## src/rtl/mem_stage_if.sv

```systemverilog
//============================================================================
// Module      : mem_stage_if
// Description : Memory bus between the MEM pipeline stage (master) and the
//               data memory / bus fabric (slave).
// Revision    : 1.0 - initial release
//============================================================================
`default_nettype none

interface mem_stage_if;
    logic        mem_req;
    logic        mem_we;
    logic [31:0] mem_addr;
    logic [3:0]  mem_be;
    logic [31:0] mem_wdata;
    logic [31:0] mem_rdata;
    logic        mem_ack;

    modport master (
        output mem_req,
        output mem_we,
        output mem_addr,
        output mem_be,
        output mem_wdata,
        input  mem_rdata,
        input  mem_ack
    );

    modport slave (
        input  mem_req,
        input  mem_we,
        input  mem_addr,
        input  mem_be,
        input  mem_wdata,
        output mem_rdata,
        output mem_ack
    );
endinterface

`default_nettype wire

```

## src/rtl/mem_stage.sv

```systemverilog
//============================================================================
// Module      : mem_stage
// Description : Pipeline MEM stage. Issues one bus access per load/store,
//               stalls upstream until ack, aligns/extends load data, and
//               reports misalignment and bus timeouts as one-cycle pulses.
// Revision    : 1.0 - initial release
//============================================================================
`default_nettype none

module mem_stage (
    input  logic         CLK,
    input  logic         Reset,

    input  logic         in_valid,
    input  logic         in_MemRead,
    input  logic         in_MemWrite,
    input  logic         in_RegWrite,
    input  logic         in_MemtoReg,
    input  logic [1:0]   in_Size,
    input  logic         in_Unsigned,
    input  logic [31:0]  in_ALUOut,
    input  logic [31:0]  in_WriteData,
    input  logic [4:0]   in_WriteReg,

    output logic         Stall,

    mem_stage_if.master  bus,

    output logic         RegWrite,
    output logic         MemtoReg,
    output logic [31:0]  ALUOut,
    output logic [31:0]  ReadData,
    output logic [4:0]   WriteReg,

    output logic         Misalign,
    output logic         BusErr,
    output logic [31:0]  BadAddr
);

    localparam logic [0:0] c_IDLE     = 1'b0;
    localparam logic [0:0] c_BUSY     = 1'b1;
    localparam logic [1:0] c_SZ_BYTE  = 2'b00;
    localparam logic [1:0] c_SZ_HALF  = 2'b01;
    // Last unacknowledged BUSY cycle: the counter would reach 255 at its edge.
    localparam logic [7:0] c_WAIT_LAST = 8'd254;

    logic [0:0]  r_state;
    logic [7:0]  r_wait_cnt;

    // Access latched at issue and held for the whole bus transaction
    logic [31:0] r_addr;
    logic        r_we;
    logic [3:0]  r_be;
    logic [31:0] r_wdata;
    logic [1:0]  r_size;
    logic        r_unsigned;
    logic        r_lat_regwrite;
    logic        r_lat_memtoreg;
    logic [4:0]  r_lat_writereg;

    logic        r_regwrite;
    logic        r_memtoreg;
    logic [31:0] r_aluout;
    logic [31:0] r_readdata;
    logic [4:0]  r_writereg;
    logic        r_misalign;
    logic        r_buserr;
    logic [31:0] r_badaddr;

    logic        w_mem_op;
    logic        w_misalign;
    logic        w_issue;
    logic        w_timeout;
    logic [3:0]  w_be;
    logic [31:0] w_wdata;
    logic [7:0]  w_byte;
    logic [15:0] w_half;
    logic [31:0] w_load;

    assign w_mem_op   = in_valid && (in_MemRead || in_MemWrite);
    assign w_misalign = ((in_Size == c_SZ_HALF) && in_ALUOut[0]) ||
                        (in_Size[1] && (in_ALUOut[1:0] != 2'b00));
    assign w_issue    = (r_state == c_IDLE) && w_mem_op && !w_misalign;
    assign w_timeout  = (r_state == c_BUSY) && !bus.mem_ack &&
                        (r_wait_cnt == c_WAIT_LAST);

    // Releasing upstream on the timeout cycle retires the faulting instruction.
    assign Stall = w_issue ||
                   ((r_state == c_BUSY) && !bus.mem_ack && !w_timeout);

    always_comb begin
        w_be    = 4'b1111;
        w_wdata = in_WriteData;
        case (in_Size)
            c_SZ_BYTE: begin
                w_be    = 4'b0001 << in_ALUOut[1:0];
                w_wdata = {4{in_WriteData[7:0]}};
            end
            c_SZ_HALF: begin
                w_be    = in_ALUOut[1] ? 4'b1100 : 4'b0011;
                w_wdata = {2{in_WriteData[15:0]}};
            end
            default: begin
                w_be    = 4'b1111;
                w_wdata = in_WriteData;
            end
        endcase
    end

    assign w_byte = bus.mem_rdata[{r_addr[1:0], 3'b000} +: 8];
    assign w_half = r_addr[1] ? bus.mem_rdata[31:16] : bus.mem_rdata[15:0];

    always_comb begin
        w_load = bus.mem_rdata;
        case (r_size)
            c_SZ_BYTE: w_load = {{24{~r_unsigned & w_byte[7]}}, w_byte};
            c_SZ_HALF: w_load = {{16{~r_unsigned & w_half[15]}}, w_half};
            default:   w_load = bus.mem_rdata;
        endcase
    end

    always_ff @(posedge CLK) begin
        if (Reset) begin
            r_state        <= c_IDLE;
            r_wait_cnt     <= 8'd0;
            r_addr         <= 32'd0;
            r_we           <= 1'b0;
            r_be           <= 4'd0;
            r_wdata        <= 32'd0;
            r_size         <= 2'd0;
            r_unsigned     <= 1'b0;
            r_lat_regwrite <= 1'b0;
            r_lat_memtoreg <= 1'b0;
            r_lat_writereg <= 5'd0;
            r_regwrite     <= 1'b0;
            r_memtoreg     <= 1'b0;
            r_aluout       <= 32'd0;
            r_readdata     <= 32'd0;
            r_writereg     <= 5'd0;
            r_misalign     <= 1'b0;
            r_buserr       <= 1'b0;
            r_badaddr      <= 32'd0;
        end else begin
            // Bubble unless a branch below produces a result.
            r_regwrite <= 1'b0;
            r_memtoreg <= 1'b0;
            r_aluout   <= 32'd0;
            r_readdata <= 32'd0;
            r_writereg <= 5'd0;
            r_misalign <= 1'b0;
            r_buserr   <= 1'b0;

            case (r_state)
                c_IDLE: begin
                    r_wait_cnt <= 8'd0;
                    if (in_valid && !w_mem_op) begin
                        r_regwrite <= in_RegWrite;
                        r_memtoreg <= in_MemtoReg;
                        r_aluout   <= in_ALUOut;
                        r_writereg <= in_WriteReg;
                    end
                    if (w_mem_op && w_misalign) begin
                        r_misalign <= 1'b1;
                        r_badaddr  <= in_ALUOut;
                    end
                    if (w_issue) begin
                        r_addr         <= in_ALUOut;
                        r_we           <= in_MemWrite;
                        r_be           <= w_be;
                        r_wdata        <= w_wdata;
                        r_size         <= in_Size;
                        r_unsigned     <= in_Unsigned;
                        r_lat_regwrite <= in_RegWrite;
                        r_lat_memtoreg <= in_MemtoReg;
                        r_lat_writereg <= in_WriteReg;
                        r_state        <= c_BUSY;
                    end
                end

                c_BUSY: begin
                    if (bus.mem_ack) begin
                        r_regwrite <= r_lat_regwrite;
                        r_memtoreg <= r_lat_memtoreg;
                        r_aluout   <= r_addr;
                        r_readdata <= r_we ? 32'd0 : w_load;
                        r_writereg <= r_lat_writereg;
                        r_wait_cnt <= 8'd0;
                        r_state    <= c_IDLE;
                    end else if (w_timeout) begin
                        r_buserr   <= 1'b1;
                        r_badaddr  <= r_addr;
                        r_wait_cnt <= 8'd0;
                        r_state    <= c_IDLE;
                    end else begin
                        r_wait_cnt <= r_wait_cnt + 8'd1;
                    end
                end

                default: r_state <= c_IDLE;
            endcase
        end
    end

    assign bus.mem_req   = (r_state == c_BUSY);
    assign bus.mem_we    = r_we;
    assign bus.mem_addr  = {r_addr[31:2], 2'b00};
    assign bus.mem_be    = r_be;
    assign bus.mem_wdata = r_wdata;

    assign RegWrite = r_regwrite;
    assign MemtoReg = r_memtoreg;
    assign ALUOut   = r_aluout;
    assign ReadData = r_readdata;
    assign WriteReg = r_writereg;
    assign Misalign = r_misalign;
    assign BusErr   = r_buserr;
    assign BadAddr  = r_badaddr;

endmodule

`default_nettype wire

```

## src/flat_wrapper.sv

```systemverilog
// flat-port wrapper written by rule: the top's interface ports become plain ports
module mem_stage_flat 
  (CLK, Reset, in_valid, in_MemRead, in_MemWrite, in_RegWrite, in_MemtoReg, in_Size, in_Unsigned, in_ALUOut, in_WriteData, in_WriteReg, Stall, RegWrite, MemtoReg, ALUOut, ReadData, WriteReg, Misalign, BusErr, BadAddr, bus_mem_req, bus_mem_we, bus_mem_addr, bus_mem_be, bus_mem_wdata, bus_mem_rdata, bus_mem_ack);
  mem_stage_if bus_i ();
  input  logic CLK;
  input  logic Reset;
  input  logic in_valid;
  input  logic in_MemRead;
  input  logic in_MemWrite;
  input  logic in_RegWrite;
  input  logic in_MemtoReg;
  input  logic [1:0] in_Size;
  input  logic in_Unsigned;
  input  logic [31:0] in_ALUOut;
  input  logic [31:0] in_WriteData;
  input  logic [4:0] in_WriteReg;
  output logic Stall;
  output logic RegWrite;
  output logic MemtoReg;
  output logic [31:0] ALUOut;
  output logic [31:0] ReadData;
  output logic [4:0] WriteReg;
  output logic Misalign;
  output logic BusErr;
  output logic [31:0] BadAddr;
  output wire logic [$bits(bus_i.mem_req)-1:0] bus_mem_req;
  output wire logic [$bits(bus_i.mem_we)-1:0] bus_mem_we;
  output wire logic [$bits(bus_i.mem_addr)-1:0] bus_mem_addr;
  output wire logic [$bits(bus_i.mem_be)-1:0] bus_mem_be;
  output wire logic [$bits(bus_i.mem_wdata)-1:0] bus_mem_wdata;
  input wire logic [$bits(bus_i.mem_rdata)-1:0] bus_mem_rdata;
  input wire logic [$bits(bus_i.mem_ack)-1:0] bus_mem_ack;
  assign bus_mem_req = bus_i.mem_req;
  assign bus_mem_we = bus_i.mem_we;
  assign bus_mem_addr = bus_i.mem_addr;
  assign bus_mem_be = bus_i.mem_be;
  assign bus_mem_wdata = bus_i.mem_wdata;
  assign bus_i.mem_rdata = bus_mem_rdata;
  assign bus_i.mem_ack = bus_mem_ack;
  mem_stage u_core (.CLK(CLK), .Reset(Reset), .in_valid(in_valid), .in_MemRead(in_MemRead), .in_MemWrite(in_MemWrite), .in_RegWrite(in_RegWrite), .in_MemtoReg(in_MemtoReg), .in_Size(in_Size), .in_Unsigned(in_Unsigned), .in_ALUOut(in_ALUOut), .in_WriteData(in_WriteData), .in_WriteReg(in_WriteReg), .Stall(Stall), .bus(bus_i), .RegWrite(RegWrite), .MemtoReg(MemtoReg), .ALUOut(ALUOut), .ReadData(ReadData), .WriteReg(WriteReg), .Misalign(Misalign), .BusErr(BusErr), .BadAddr(BadAddr));
endmodule
```

## config.mk

```make
export PLATFORM = sky130hd
export DESIGN_NAME = mem_stage_flat
export DESIGN_NICKNAME = d
export VERILOG_FILES = /design/src/rtl/mem_stage_if.sv /design/src/rtl/mem_stage.sv /design/src/flat_wrapper.sv
export SDC_FILE = /design/constraint.sdc
export NUM_CORES = 1
export LEC_CHECK = 0
export ABC_AREA = 1
export CAP_MARGIN = 20
export CORE_ASPECT_RATIO = 0.9
export CORE_MARGIN = 8
export CORE_UTILIZATION = 30
export DETAILED_ROUTE_END_ITERATION = 7
export GPL_TIMING_DRIVEN = 0
export HOLD_SLACK_MARGIN = 0.12
export SLEW_MARGIN = 15
export SYNTH_ARGS = -nofsm -noshare
export SYNTH_HDL_FRONTEND = slang
export SYNTH_SLANG_ARGS = --single-unit
```

## constraint.sdc

```tcl
create_clock -name CLK -period 1.3 [get_ports CLK]
set_input_delay 0.13 -clock CLK [delete_from_list [all_inputs] [get_ports CLK]]
set_output_delay 0.13 -clock CLK [all_outputs]
set_load 0.02 [all_outputs]
```

# [After elaboration in Yosys (flattened, before gate mapping)]
# Index checks and enable logic that the tools add are counted.
[totals] output_inout_bits=176 reg_bits=193
[classes] add_sub_neg=1 n_mux=30 shifts=2 n_eq_ne=6 n_reduce_logical=25 bitwise_logic=5
[ops] op="32-bit one-hot mux with 2 select lines" count=4
[ops] op="32-bit 2-to-1 mux" count=5
[ops] op="32-bit by 6-bit indexed part select with 8-bit output" count=1
[ops] op="16-bit 2-to-1 mux" count=1
[ops] op="8-bit 2-to-1 mux" count=2
[ops] op="8-bit one-hot mux with 2 select lines" count=1
[ops] op="1-bit logical AND" count=10
[ops] op="5-bit 2-to-1 mux" count=2
[ops] op="5-bit one-hot mux with 2 select lines" count=1
[ops] op="1-bit 2-to-1 mux" count=9
[ops] op="8-bit by 1-bit adder with 8-bit output, second input constant" count=1
[ops] op="8-bit == test, second input constant" count=1
[ops] op="4-bit one-hot mux with 2 select lines" count=1
[ops] op="2-bit != test, second input constant" count=3
[ops] op="1-bit one-hot mux with 2 select lines" count=3
[ops] op="2-bit by 1-bit == test with 1-bit output, second input constant" count=2
[ops] op="1-bit logical NOT" count=4
[ops] op="2-bit logical NOT" count=2
[ops] op="4-bit 2-to-1 mux" count=1
[ops] op="4-bit OR reduction" count=1
[ops] op="1-bit by 2-bit << shifter with 4-bit output, first input constant" count=1
[ops] op="1-bit logical OR" count=3
[ops] op="1-bit NOT" count=3
[ops] op="3-bit AND reduction" count=1
[ops] op="other kinds (5)" count=6

# [Longest topological paths before layout]
[logic_depth] word_depth=7 ltp_mapped=10 ltp_nobuf=9

# [Worst setup path after synthesis]
# OpenSTA, ideal clock, no wires.
[synth_timing] path_kind="register to register" start="register u_core.r_state, in the netlist u_core.bus.mem_req" end="register u_core.r_badaddr[23], in the netlist u_core.BadAddr[23]" path_buffers=1 setup_ns=0.113 path_slack_ns=-0.113 path_stages_with_launch=9 synth_period_minus_slack_ns=1.413 required_time_ns=1.187 t_arrival_ns=1.301 cell_sequence="dfxtp_1 > inv_2 > nor2_1 > nand3_1 > nand2_2 > buf_4 > nand2_1 > nand2_1 > nor2_1"
[synth_between] elab_chain_cells=4 elab_cells_between_ends=8 classes_between="3 x eq/ne; 1 x mux; 1 x bitwise; 3 x reduce/logical"
[synth_lines] item="start, declared" line_no="mem_stage.sv:47" rtl="logic [0:0] r_state;"
[synth_lines] item="start signal, assigned" line_no="mem_stage.sv:124" rtl="r_state <= c_IDLE;"
[synth_lines] item="start signal, assigned" line_no="mem_stage.sv:176" rtl="r_state <= c_BUSY;"
[synth_lines] item="start signal, assigned" line_no="mem_stage.sv:188" rtl="r_state <= c_IDLE;"
[synth_lines] item="1-bit logical AND (2 in a row)" line_no="mem_stage.sv:84" rtl="assign w_timeout = (r_state == c_BUSY) && !bus.mem_ack &&"
[synth_lines] item="2-bit != test (no line)"
[synth_lines] item="3-bit AND reduction (no line)"
[synth_lines] item="end signal, assigned" line_no="mem_stage.sv:164" rtl="r_badaddr <= in_ALUOut;"
[synth_lines] item="end signal, assigned" line_no="mem_stage.sv:191" rtl="r_badaddr <= r_addr;"
[synth_lines] item="end, declared" line_no="mem_stage.sv:68" rtl="logic [31:0] r_badaddr;"
# Several ways; a longest one is shown, not always the timed one.
# A chain may end at the register's enable or synchronous reset.

# [Worst setup path in the final report]
[layout_timing] start="register u_core.r_state, in the netlist u_core.bus.mem_req" end="output port Stall"
[layout_between] elab_chain_cells=5 elab_cells_between_ends=8 classes_between="1 x bitwise; 7 x reduce/logical"
[layout_lines] item="1-bit logical AND" line_no="mem_stage.sv:84, mem_stage.sv:89"
[layout_lines] item="1-bit logical AND" line_no="mem_stage.sv:84"
[layout_lines] item="1-bit logical NOT" line_no="mem_stage.sv:89" rtl="((r_state == c_BUSY) && !bus.mem_ack && !w_timeout);"
[layout_lines] item="1-bit logical AND" line_no="mem_stage.sv:89"
[layout_lines] item="1-bit logical OR *" line_no="mem_stage.sv:88" rtl="assign Stall = w_issue ||"
[layout_lines] item="end, declared" line_no="flat_wrapper.sv:17" rtl="output logic Stall;"
# Mark *: on every way between the ends. The rest lies on a longest branch, timed or not.

==> results.txt <==
Diodes inserted: 0
Req. time, crit path: 1170 ps
port bufs: 283
CORE AREA: 27000 um^2
Setup crit end kind: output port
most common cell after layout, fill and taps aside: nand2_1
final setup margin: -285 ps
ANT nets after route: 0
#FFs+latches synth: 193
share of cells above drive strength 1: 0.258
Max stage delay on crit path: 370 ps
Final min period: 1590 ps
Reg2Reg Launch Point: u_core.bus.mem_req
# rows: 57
LEAKAGE: 0.00646 uW
Fill cells: 2687
Vias: 8683
Syn Std Cell Area: 8190 um^2
Layout area overhead: 62.0%
WL/cell: 17.8 um
Die X-Extent: 190 um
average size of a mapped cell: 7.15 um^2
die area: 32900 um^2
initial antenna violation count: 1
Slew Limit Fails: 0
clk sinks: 193
vias in the first global route: 8333
Critical Path Most Common Cell: nand2_4
Clock H-tree levels: 4
DPL Wire Length: 24500 um
hold slack: 140 ps
HP Class: input pin to flip-flop
Synth cell types: 30
Least-Margin Pin Slew: 818 ps
Num CTS Buffers: 17
final hold viol count: 0
WS Path Type: flip-flop to output port
drt drc: 0
fin cells: 1866
CP Launch Type: flip-flop
final WL: 33100 um
Placer Congestion: 0.890
WP buf/inv: 3
Initial Util: 0.304
Die Y: 173 um
clock root buffer: clkbuf_16
Ys Warns: 0
Detailed Route Iter0 Violations: 452
clk_skew: 16.4 ps
worst hold path cell count: 3
post-synthesis sequential area ratio: 0.472
pin count of the biggest net entering global routing: 22
clk buf depth: 2
outcome: finished, violations left
arrival time at the worst endpoint: 1460 ps
Worst Reg-to-Reg Cells: 10
placed cell count: 1783
min-delay src: in_Size[0]
Levels on crit path: 7
crit path from: u_core.bus.mem_req
post-route design area: 13300 um^2
Pre-antenna DRT Iters: 5
maximum achievable frequency: 631 MHz
CP max FO: 4
Post-DP Area: 11500 um^2
cell family with most CP delay: flip-flops
utilization after layout: 0.492
Layout Nets: 1613
Vias/cell: 4.65
I/O pins: 288
clock slew at reported path FFs: 80 ps
failing checks: negative setup slack
final setup fails: 116
GR Overflow Total: 0
TritonCTS clock tree: built
critical path's slowest cell: dfxtp_4
RSZ-0062 raised after global routing: true
crit-path cells: inv_4 > nand2_4 > nor2_4 > nand2_8 > buf_8 > nand2_4 > buf_6
first-pass GRT wire length: 48300 um
VDD IR max: 950 uV
Global Route Usage Sum: 0.187
max-cap violation count: 0
Slew Limit Headroom: 0.455
clock insertion delay at the later pin of the skew report: 450 ps
most frequent cells in the layout: nand2_1, nor2_1, dfxtp_1, clkdlybuf4s50_1, a21oi_1
Power Density: 1130 nW/um^2
Mapped Cells: 1145
period utilisation layout: 1.22
## synth_stat cells (all sizes together)
library cell | instances | area (um^2)
nand2 | 271 | 1030
nor2 | 251 | 977
dfxtp | 193 | 3860
a21oi | 96 | 484
inv | 83 | 312
buf | 72 | 468
o21ai | 72 | 360
a32oi | 29 | 254
clkbuf | 29 | 109
nand3 | 15 | 80.1
o211ai | 15 | 113
o22ai | 7 | 43.8
ha | 2 | 25.0
nand4 | 2 | 12.5
xnor2 | 2 | 17.5
xor2 | 2 | 17.5
a22oi | 1 | 7.51
clkinv | 1 | 3.75
conb | 1 | 3.75
nor3b | 1 | 7.51
## timing repair
| item | CTS | global route |
|---|---|---|
| gates cloned | 1 | 13 |
| hold endpoints to repair | 1 | 1 |
| gates resized for setup | 384 | 327 |
| endpoints found under the setup margin | 358 | 291 |
| hold buffers | 1 | 1 |
| setup buffers | 14 | 22 |
| pin swaps | 6 | 56 |
## sequential cells by signal, summed over array words and instances, names as in the netlist, 2 cells and up
| name | cells |
|---|---|
| u_core.r_addr | 32 |
| u_core.bus.mem_be | 4 |
| u_core.bus.mem_wdata | 32 |
| u_core.ReadData | 32 |
| u_core.BadAddr | 32 |
| u_core.WriteReg | 5 |
| u_core.r_wait_cnt | 8 |
| u_core.ALUOut | 32 |
| u_core.r_lat_writereg | 5 |
| u_core.r_size | 2 |
## cells by family (layout without fill, tap and decap cells)
group / count (synthesis) / in the layout / share of synthesized area
flops: 193 / 193 / 0.472
other cells: 1 / 2 / 0.000458
compound gates: 220 / 220 / 0.154
buf+inv: 185 / 550 / 0.109
fa+ha+maj: 2 / 2 / 0.00305
simple gates: 540 / 541 / 0.258
xor+xnor: 4 / 4 / 0.00428
## metrics by stage
stage	setup slack, ps	setup TNS [ps]	power, uW
floorplan	10.9	0	7940
global placement	-1220	-117230	9240
detailed placement	-1220	-119660	9260
CTS	-317	-34930	14700
global route	-351	-33320	15700
finish	-285	-24750	15000
## final timing paths
kind	end	slack, ps
worst max-delay path	Stall	-290
worst min-delay path	u_core.r_size[0]	140
worst max register to register	u_core.r_addr[22]	-260
worst min register to register	u_core.bus.mem_be[1]	470
## worst reg2reg max path, cell delays in order, from the launching register on
cell and delay (ps):
dfxtp_4 370, inv_4 70, nand2_4 50, nor2_4 160, nand2_8 80, buf_4 140, buf_8 130, buf_12 150
clkbuf_16 160, o21ai_2 110, nor2_1 50
## report_power, final
| part | leakage [uW] | total [uW] | internal (uW) | switching, uW |
|---|---|---|---|---|
| sequential | 0.00159 | 6390 | 6200 | 194 |
| combinational | 0.00457 | 3140 | 1390 | 1750 |
| clock | 0.000300 | 5460 | 2690 | 2770 |
## layer usage
layer | track usage | share of wire | up-vias
li1 | - | - | 4351
met1 | 0.241 | 0.44 | 3999
met2 | 0.299 | 0.46 | 292
met3 | 0.0565 | 0.073 | 39
met4 | 0.0520 | 0.020 | 2
met5 | 0 | 0.00030 | -
## final cells by class
| class | instances | area, um^2 | area share |
|---|---|---|---|
| flip-flops and latches | 193 | 3920 | 0.295 |
| clock inverters | 14 | 180 | 0.0136 |
| multi-input cells | 769 | 3890 | 0.293 |
| well taps | 354 | 443 | 0.0334 |
| plain buffers | 100 | 855 | 0.0644 |
| clock buffers | 18 | 439 | 0.0331 |
| repair buffers | 334 | 3200 | 0.241 |
| inverters | 84 | 343 | 0.0258 |
(Power assumes the default switching activity.)
